<file path="src/rtl/demorgan_sweep.sv">
// Registered WIDTH-bit De Morgan logic unit with an exhaustive self-check sweep.
// Optional macro DEMORGAN_FAULT_INJECT_EN adds a fault_inject input that flips bit 0 of AnorB.
//
// state | meaning
// IDLE  | accepts start / external operands
// SWEEP | captures one counter-generated operand pair per cycle
// DRAIN | last swept vector moves through the result register
// DONE  | final check lands; done pulses on the following cycle
module demorgan_sweep #(
   parameter int WIDTH = 2
) (
   input  logic             clk,
   input  logic             reset,
   input  logic             start,
   input  logic             mode,
   input  logic             in_valid,
`ifdef DEMORGAN_FAULT_INJECT_EN
   input  logic             fault_inject,
`endif
   input  logic [WIDTH-1:0] a_in,
   input  logic [WIDTH-1:0] b_in,
   output logic [WIDTH-1:0] nA,
   output logic [WIDTH-1:0] nB,
   output logic [WIDTH-1:0] nAandnB,
   output logic [WIDTH-1:0] AnandB,
   output logic [WIDTH-1:0] nAornB,
   output logic [WIDTH-1:0] AnorB,
   output logic             out_valid,
   output logic             busy,
   output logic             done,
   output logic [2*WIDTH:0] mismatch_count,
   output logic             pass
);

   localparam int CW = 2 * WIDTH;
   localparam int MW = 2 * WIDTH + 1;
   localparam logic [CW-1:0] CNT_LAST = '1;
   localparam logic [MW-1:0] MIS_MAX  = '1;

   typedef enum logic [1:0] {
      IDLE  = 2'd0,
      SWEEP = 2'd1,
      DRAIN = 2'd2,
      DONE  = 2'd3
   } state_t;

   state_t           state;
   state_t           state_nxt;
   logic [CW-1:0]    cnt;
   logic [CW-1:0]    cnt_nxt;
   logic             capture;
   logic [WIDTH-1:0] cap_a;
   logic [WIDTH-1:0] cap_b;
   logic             clear_mis;
   logic             idle_ready;

   logic             op_valid;
   logic [WIDTH-1:0] op_a;
   logic [WIDTH-1:0] op_b;

   logic [WIDTH-1:0] r_na;
   logic [WIDTH-1:0] r_nb;
   logic [WIDTH-1:0] r_nand_n;
   logic [WIDTH-1:0] r_nand;
   logic [WIDTH-1:0] r_nor_n;
   logic [WIDTH-1:0] r_nor;
   logic [WIDTH-1:0] fault_mask;
   logic             violation;

`ifdef DEMORGAN_FAULT_INJECT_EN
   always_comb begin
      fault_mask    = '0;
      fault_mask[0] = fault_inject;
   end
`else
   assign fault_mask = '0;
`endif

   // The done pulse cycle is treated as part of DONE: no new command is taken there.
   assign idle_ready = (state == IDLE) && !done;

   always_comb begin
      state_nxt = state;
      cnt_nxt   = cnt;
      capture   = 1'b0;
      cap_a     = a_in;
      cap_b     = b_in;
      clear_mis = 1'b0;
      case (state)
         IDLE: begin
            if (idle_ready && start) begin
               clear_mis = 1'b1;
               cnt_nxt   = '0;
               if (mode) begin
                  state_nxt = SWEEP;
               end
            end else if (idle_ready && in_valid) begin
               capture = 1'b1;
            end
         end
         SWEEP: begin
            capture = 1'b1;
            cap_a   = cnt[CW-1:WIDTH];
            cap_b   = cnt[WIDTH-1:0];
            cnt_nxt = cnt + CW'(1);
            if (cnt == CNT_LAST) begin
               state_nxt = DRAIN;
            end
         end
         DRAIN: begin
            state_nxt = DONE;
         end
         DONE: begin
            state_nxt = IDLE;
         end
         default: begin
            state_nxt = IDLE;
         end
      endcase
   end

   always_ff @(posedge clk) begin
      if (reset) begin
         state    <= IDLE;
         cnt      <= '0;
         op_valid <= 1'b0;
         op_a     <= '0;
         op_b     <= '0;
      end else begin
         state    <= state_nxt;
         cnt      <= cnt_nxt;
         op_valid <= capture;
         if (capture) begin
            op_a <= cap_a;
            op_b <= cap_b;
         end
      end
   end

   always_ff @(posedge clk) begin
      if (reset) begin
         r_na      <= '0;
         r_nb      <= '0;
         r_nand_n  <= '0;
         r_nand    <= '0;
         r_nor_n   <= '0;
         r_nor     <= '0;
         out_valid <= 1'b0;
      end else begin
         out_valid <= op_valid;
         if (op_valid) begin
            r_na     <= ~op_a;
            r_nb     <= ~op_b;
            r_nand_n <= ~op_a & ~op_b;
            r_nand   <= ~(op_a & op_b);
            r_nor_n  <= ~op_a | ~op_b;
            r_nor    <= ~(op_a | op_b);
         end
      end
   end

   assign nA      = r_na;
   assign nB      = r_nb;
   assign nAandnB = r_nand_n;
   assign AnandB  = r_nand;
   assign nAornB  = r_nor_n;
   assign AnorB   = r_nor ^ fault_mask;

   // Checker looks at the bus values that actually leave the block, fault included.
   assign violation = |((nAandnB ^ AnorB) | (AnandB ^ nAornB));

   always_ff @(posedge clk) begin
      if (reset) begin
         mismatch_count <= '0;
         done           <= 1'b0;
      end else begin
         done <= (state == DONE);
         if (clear_mis) begin
            mismatch_count <= '0;
         end else if (out_valid && violation && (mismatch_count != MIS_MAX)) begin
            mismatch_count <= mismatch_count + MW'(1);
         end
      end
   end

   assign busy = (state == SWEEP) || (state == DRAIN);
   assign pass = (mismatch_count == '0);

endmodule
</file>
<file path="config.mk">
export PLATFORM = sky130hd
export DESIGN_NAME = demorgan_sweep
export DESIGN_NICKNAME = d
export VERILOG_FILES = /design/src/rtl/demorgan_sweep.sv
export SDC_FILE = /design/constraint.sdc
export NUM_CORES = 1
export LEC_CHECK = 0
export ABC_AREA = 1
export BUFFER_PORTS_ARGS = -buffer_cell sky130_fd_sc_hd__buf_4
export CORE_MARGIN = 3
export CORE_UTILIZATION = 46
export DETAILED_ROUTE_END_ITERATION = 7
export PLACE_DENSITY = 0.73
export RECOVER_POWER = 100
export SETUP_SLACK_MARGIN = 0.3
export SYNTH_ARGS = -nofsm -noshare
export SYNTH_HDL_FRONTEND = slang
export SYNTH_SLANG_ARGS = --single-unit
</file>
<file path="constraint.sdc">
create_clock -name clk -period 1.35 [get_ports clk]
set_clock_uncertainty 0.05 [all_clocks]
set_input_delay 0.2025 -clock clk [delete_from_list [all_inputs] [get_ports clk]]
set_output_delay 0.2025 -clock clk [all_outputs]
set_load 0.05 [all_outputs]
</file>
==> summary.md, run 1 <==
| Metric | Value |
|---|---|
| Violated checks | negative setup slack |
| Cell area after technology mapping | 0.00119 mm^2 |
| DR vias | 1143 |
| PnR worst setup slack | -96.7 ps |
| Worst Hold Path EP | op_a[1] |
| Total of warnings raised by yosys | 0 |
| Most common cell after layout, fill and taps aside | nand2_1 |
| Synth cell types | 22 |
| Share of the core filled with cells in the final layout | 83.4% |
| Max Slew Vio Count | 0 |
| Initial drt markers | 24 |
| Critical path capture point type | output port |
| Clock input transition at the sequential cells of the worst setup and hold paths | 140 ps |
| Cts hold-fix bufs | 0 |
| CTS Buf Count | 3 |
| Cells on Worst Hold Path | 2 |
| Worst slew margin relative to its limit | 81.7% |
| Clock Path Buffers | 2 |
| TritonCTS clock tree | yes |
| Tot GR Track Use | 18.4% |
| Source of the worst hold timing path | reset |
| Top Ports | 30 |
| End of the worst register-to-register path | op_b[0] |
| Launch instance of the worst register-to-register path | state[1] |
| Commonest cells after routing, fill and taps aside | nand2_1, buf_8, buf_4 |
| Synth Net Count | 175 |
| Congestion Overflow GR | 0 |
| Power density over cell area | 2170 mW/mm^2 |
| Max Cap Violations | 0 |
| Routability-driven placement congestion ratio | 0.768 |
| Row cnt | 17 |
| Overall die area | 0.00323 mm^2 |
| Vias/cell | 4.97 |
| Final Hold Fails | 0 |
| Critical Path Source Type | flip-flop |
| Worst path required time | 1100 ps |
| Cell at the root of the clock tree | clkbuf_4 |
| Via count of the first global-routing pass | 1110 |
| Maximum vdd ir drop | 2.53 mV |
| Average wire per cell in the routed design | 13.4 um |
| Largest net degree at the start of global routing | 18 |
| Leak Pwr | 0.000858 uW |
| Biggest area contributors in the synthesized netlist | dfxtp_1, nand2_1, ha_1, inv_1, nor2_1 |
| Die Span X | 56.9 um |
| Clk sink count | 26 |
| Post-route setup TNS | -152 ps |
| Hpwl dp | 1.85 mm |
| Post-synthesis to final-layout area growth | 63.9% |
| Antenna Cells | 0 |
| Count of port buffers added during placement | 29 |
| Largest fanout of any net on the critical path | 2 |
| Top-area cell type share of the netlist area | 43.7% |
| Layout cell share with drive strength beyond 1 | 51.5% |
| First-pass GRT wire length | 4.85 mm |
| Class of the most critical hold timing path | primary input to flip-flop |
| Wire length after detailed routing | 3.08 mm |
| Sequential cell area fraction in the yosys report | 43.7% |
| Biggest area consumer among synthesized cells | dfxtp_1 |
| Later-pin clock latency in the skew report | 310 ps |
| Cell count after synthesis | 159 |
| Die H | 56.9 um |
| Pre-Repair DR Iteration Count | 4 |
| Synthesis-stage register bit count | 26 |
| Residual antenna-violating net count after detailed routing | 0 |
| Placeable core area | 0.00234 mm^2 |
| Setup-failing EPs final | 2 |
| Worst EP arrival | 1190 ps |
| Number of design rule violations left after detail routing | 0 |
| Worst Max-Slew Pin Slew | 273 ps |
| Achievable clock frequency | 691 MHz |
| Depth of the most critical reg-to-reg path | 8 |
| Initial Utilization | 50.9% |
| Path type of the worst setup path | flip-flop to output port |
| Antenna violations before repair | 0 |
| Worst slack at placement | 77.2 ps |
| Final critical delay including setup and external delays | 1450 ps |
| Total number of nets in the final design | 219 |
| Average cell area after synthesis | 7.48 um^2 |
| Share of the clock period used by the worst path | 107% |
| Setup repair after global routing missed its margin | true |
| R2R Setup Slk | 20 ps |
| Status | finished with violations |
| H-tree depth | 1 |
[metal layers]
metal	routed length [um]	track usage (%)	vias to the layer above
met5	0	0	-
met4	40	5.96	0
met3	92	3.22	6
met2	1680	34.2	26
met1	1270	21.0	533
li1	-	-	578
[power breakdown]
| group | internal, uW | switching, uW | total [uW] | leakage, uW |
|---|---|---|---|---|
| clock | 108 | 226 | 334 | 0.0000154 |
| combinational | 1170 | 1560 | 2730 | 0.000619 |
| sequential | 977 | 188 | 1160 | 0.000223 |
| total | 2260 | 1970 | 4230 | 0.000858 |
[sequential cells by signal (all words and copies together), names as in the netlist, 2 cells and up]
signal	flops
op_a	2
op_b	2
state	2
AnandB	2
nB	2
nAandnB	2
cnt	4
nA	2
mismatch_count	5
[synthesized netlist by cell type]
master / count
a21oi_1: 13
inv_1: 22
nand4_1: 1
buf_6: 1
nor2_1: 19
o21ai_1: 1
ha_1: 7
nand4_4: 1
buf_4: 4
nand2_2: 2
inv_2: 1
nand2_1: 38
a31oi_1: 2
clkinv_1: 1
nand3_2: 2
o21ai_0: 3
or2_0: 1
o21ai_2: 1
dfxtp_1: 26
nand3_1: 11
buf_2: 1
buf_1: 1
[stage by stage]
stage | total power [uW] | hold slack, ps | instance area, um^2 | cells
finish | 4230 | 131 | 1950 | 230
global route | 4500 | 112 | 1950 | 230
CTS | 3940 | 123 | 1850 | 225
detailed placement | 2990 | 409 | 1510 | 209
global placement | 2930 | 403 | 1510 | 209
floorplan | 2700 | 373 | 1310 | 159
[cell type report]
class,count,area (um^2)
fillers,140,389
flip-flops and latches,26,569
repair buffers,45,510
multi-input cells,102,684
well taps,28,35.0
clock buffers,3,22.5
repair inverters,1,11.3
clock inverters,1,3.75
inverters,24,114
[how the worst max path moves through the flow]
stage                                 start        to  slack [ps]  cells past startpoint
after detailed placement           state[0]  state[0]          80                      8
after global placement             state[0]  state[1]         120                      8
final                     mismatch_count[0]      pass        -100                      5
after floorplan           mismatch_count[1]      pass         150                      4
after CTS                 mismatch_count[0]      pass         -90                      5
after global routing      mismatch_count[0]      pass        -160                      5
[logic make-up (layout without fill, tap and decap cells)]
group / count (synthesis) / after routing / synth area share (%)
buf+inv: 31 / 74 / 11.8
compound gates: 20 / 20 / 8.94
flops: 26 / 26 / 43.7
simple gates: 75 / 75 / 28.2
fa+ha+maj: 7 / 7 / 7.36
[repair_timing]
| action | in CTS | in global routing |
|---|---|---|
| endpoints found under the setup margin | 37 | 45 |
| cloned | 1 | 0 |
| setup buffers | 11 | 5 |
| gates resized for setup | 71 | 20 |
| pin swaps | 9 | 12 |
[critical path, stage by stage, from the launching register on]
cell	delay, ps
dfxtp_4	380
inv_4	60
ha_4	120
nand3_2	70
nor2_4	90
buf_6	160
(Power assumes the default switching activity.)
==> run 2: changes to the inputs <==
--- a/config.mk
+++ b/config.mk
@@ -7,10 +7,11 @@
 export LEC_CHECK = 0
 export ABC_AREA = 1
 export BUFFER_PORTS_ARGS = -buffer_cell sky130_fd_sc_hd__buf_4
+export CORE_ASPECT_RATIO = 0.8
 export CORE_MARGIN = 3
-export CORE_UTILIZATION = 46
+export CORE_UTILIZATION = 55
 export DETAILED_ROUTE_END_ITERATION = 7
-export PLACE_DENSITY = 0.73
+export PLACE_DENSITY = 0.82
 export RECOVER_POWER = 100
 export SETUP_SLACK_MARGIN = 0.3
 export SYNTH_ARGS = -nofsm -noshare
==> constraint.sdc (replaced) <==
create_clock -name clk -period 1.9 [get_ports clk]
set_clock_uncertainty 0.05 [all_clocks]
set_input_delay 0.285 -clock clk [delete_from_list [all_inputs] [get_ports clk]]
set_output_delay 0.285 -clock clk [all_outputs]
set_load 0.05 [all_outputs]
==> summary.md, run 2 (synthesis results as in run 1) <==
| Metric | Value |
|---|---|
| Status | complete, no violations |
| Power, Total | 2290 uW |
| Congestion Overflow GR | 0 |
| Total number of nets in the final design | 203 |
| Antenna violations before repair | 0 |
| Hpwl dp | 1.79 mm |
| Largest fanout of any net on the critical path | 2 |
| Worst slack at placement | 401 ps |
| Die Span X | 58 um |
| Residual antenna-violating net count after detailed routing | 0 |
| Pre-Repair DR Iteration Count | 4 |
| Post-synthesis to final-layout area growth | 14.2% |
| Fin area | 0.00136 mm^2 |
| Share of the clock period used by the worst path | 85.9% |
| Worst Max-Slew Pin Slew | 611 ps |
| Clk sink count | 26 |
| Count of port buffers added during placement | 29 |
| Setup repair after global routing missed its margin | true |
| Clock input transition at the sequential cells of the worst setup and hold paths | 140 ps |
| Clock Path Buffers | 2 |
| Largest net degree at the start of global routing | 18 |
| Routability-driven placement congestion ratio | 0.801 |
| Critical Path Source Type | flip-flop |
| Placed instance count | 205 |
| R2R Setup Slk | 370 ps |
| Wire length after detailed routing | 2.32 mm |
| Cell at the root of the clock tree | clkbuf_4 |
| CTS Buf Count | 3 |
| Via count of the first global-routing pass | 970 |
| Final critical delay including setup and external delays | 1630 ps |
| Largest register by flop count | mismatch_count |
| Maximum vdd ir drop | 1.20 mV |
| Average wire per cell in the routed design | 11.0 um |
| Instance area after placement | 0.00139 mm^2 |
| Worst slew margin relative to its limit | 59.5% |
| TritonCTS clock tree | yes |
| Non-filler cells in the finished layout | 210 |
| PnR worst setup slack | 269 ps |
| Critical path capture point type | output port |
| Initial Utilization | 60.7% |
| Vias/cell | 4.89 |
| H-tree depth | 1 |
| Path type of the worst setup path | flip-flop to output port |
| Power density over cell area | 1680 mW/mm^2 |
| Cts hold-fix bufs | 0 |
| Achievable clock frequency | 613 MHz |
| Most common cell after layout, fill and taps aside | nand2_1 |
| Max Slew Vio Count | 0 |
| Later-pin clock latency in the skew report | 320 ps |
| Leak Pwr | 0.000601 uW |
| Post-route setup TNS | 0 ps |
| Placeable core area | 0.00196 mm^2 |
| Die H | 47.6 um |
| Layout cell share with drive strength beyond 1 | 11.3% |
| Antenna Cells | 0 |
| Max Cap Violations | 0 |
| Overall die area | 0.00276 mm^2 |
| Worst EP arrival | 1300 ps |
| Setup-failing EPs final | 0 |
| Max reg flops | 5 |
| Class of the most critical hold timing path | primary input to flip-flop |
| Commonest cells after routing, fill and taps aside | nand2_1, dfxtp_1, inv_1 |
| Top Ports | 30 |
| Row cnt | 14 |
| DR vias | 1027 |
| Worst path required time | 1560 ps |
| First-pass GRT wire length | 3.86 mm |
| Tot GR Track Use | 18.4% |
| Final Hold Fails | 0 |
| Number of design rule violations left after detail routing | 0 |
| Initial drt markers | 26 |
| Top Registers | mismatch_count x5, cnt x4 |
[run 2: changes by cell type in the layout (fill, tap and decap cells not counted), moves of 8 or more]
| cell | previous run | this run |
|---|---|---|
| buf_8 | 20 | 1 |
| dfxtp_2 | 9 | 1 |
| dfxtp_1 | 7 | 25 |
| nand2_1 | 30 | 39 |
| buf_4 | 19 | 9 |
| dfxtp_4 | 10 | 0 |
| clkbuf_1 | 0 | 19 |
[run 2: power breakdown]
| part | total [uW] | switching [uW] | leakage, uW | internal (uW) |
|---|---|---|---|---|
| Combinational | 1170 | 831 | 0.000361 | 336 |
| Clock | 374 | 160 | 0.0000279 | 213 |
| Sequential | 749 | 83.5 | 0.000213 | 665 |
[run 2: stage by stage]
| step | hold slack [ps] | utilization (%) |
|---|---|---|
| floorplan | 413 | - |
| global placement | 390 | 70.9 |
| detailed placement | 398 | 70.9 |
| CTS | 185 | 74.2 |
| global route | 184 | 69.3 |
| finish | 192 | 69.3 |
[run 2: final timing paths]
kind / startpoint / to / cells after the start
max reg2reg: state[0] / cnt[2] / 7
max: mismatch_count[0] / pass / 5
min: reset / op_b[1] / 2
min reg2reg: mismatch_count[4] / mismatch_count[4] / 2
[run 2: layout make-up]
cell class	instances	area, um^2
fillers	185	603
flip-flops and latches	26	522
multi-input cells	102	505
repair buffers	30	159
inverters	24	90.1
clock inverters	1	30.0
well taps	24	30.0
clock buffers	3	22.5
[run 2: critical path: stages, from the launching register on]
cell	delay, ps
dfxtp_1	330
inv_1	70
ha_1	140
nand3_1	80
nor2_2	80
clkbuf_2	270
[run 2: timing repair]
action                     4_1_cts  5_1_grt
buffers inserted                 1        0
setup endpoints to repair        1        7
pin swaps                        0        0
resized for setup                3        6
[run 2: routing by layer]
layer  global-route usage (%)  share of wire [%]  vias up
li1                         -                  -      547
met1                     19.5                 44      446
met2                     35.1                 48       30
met3                     4.85                6.3        4
met4                     8.80                1.4        0
met5                        0                  0        -
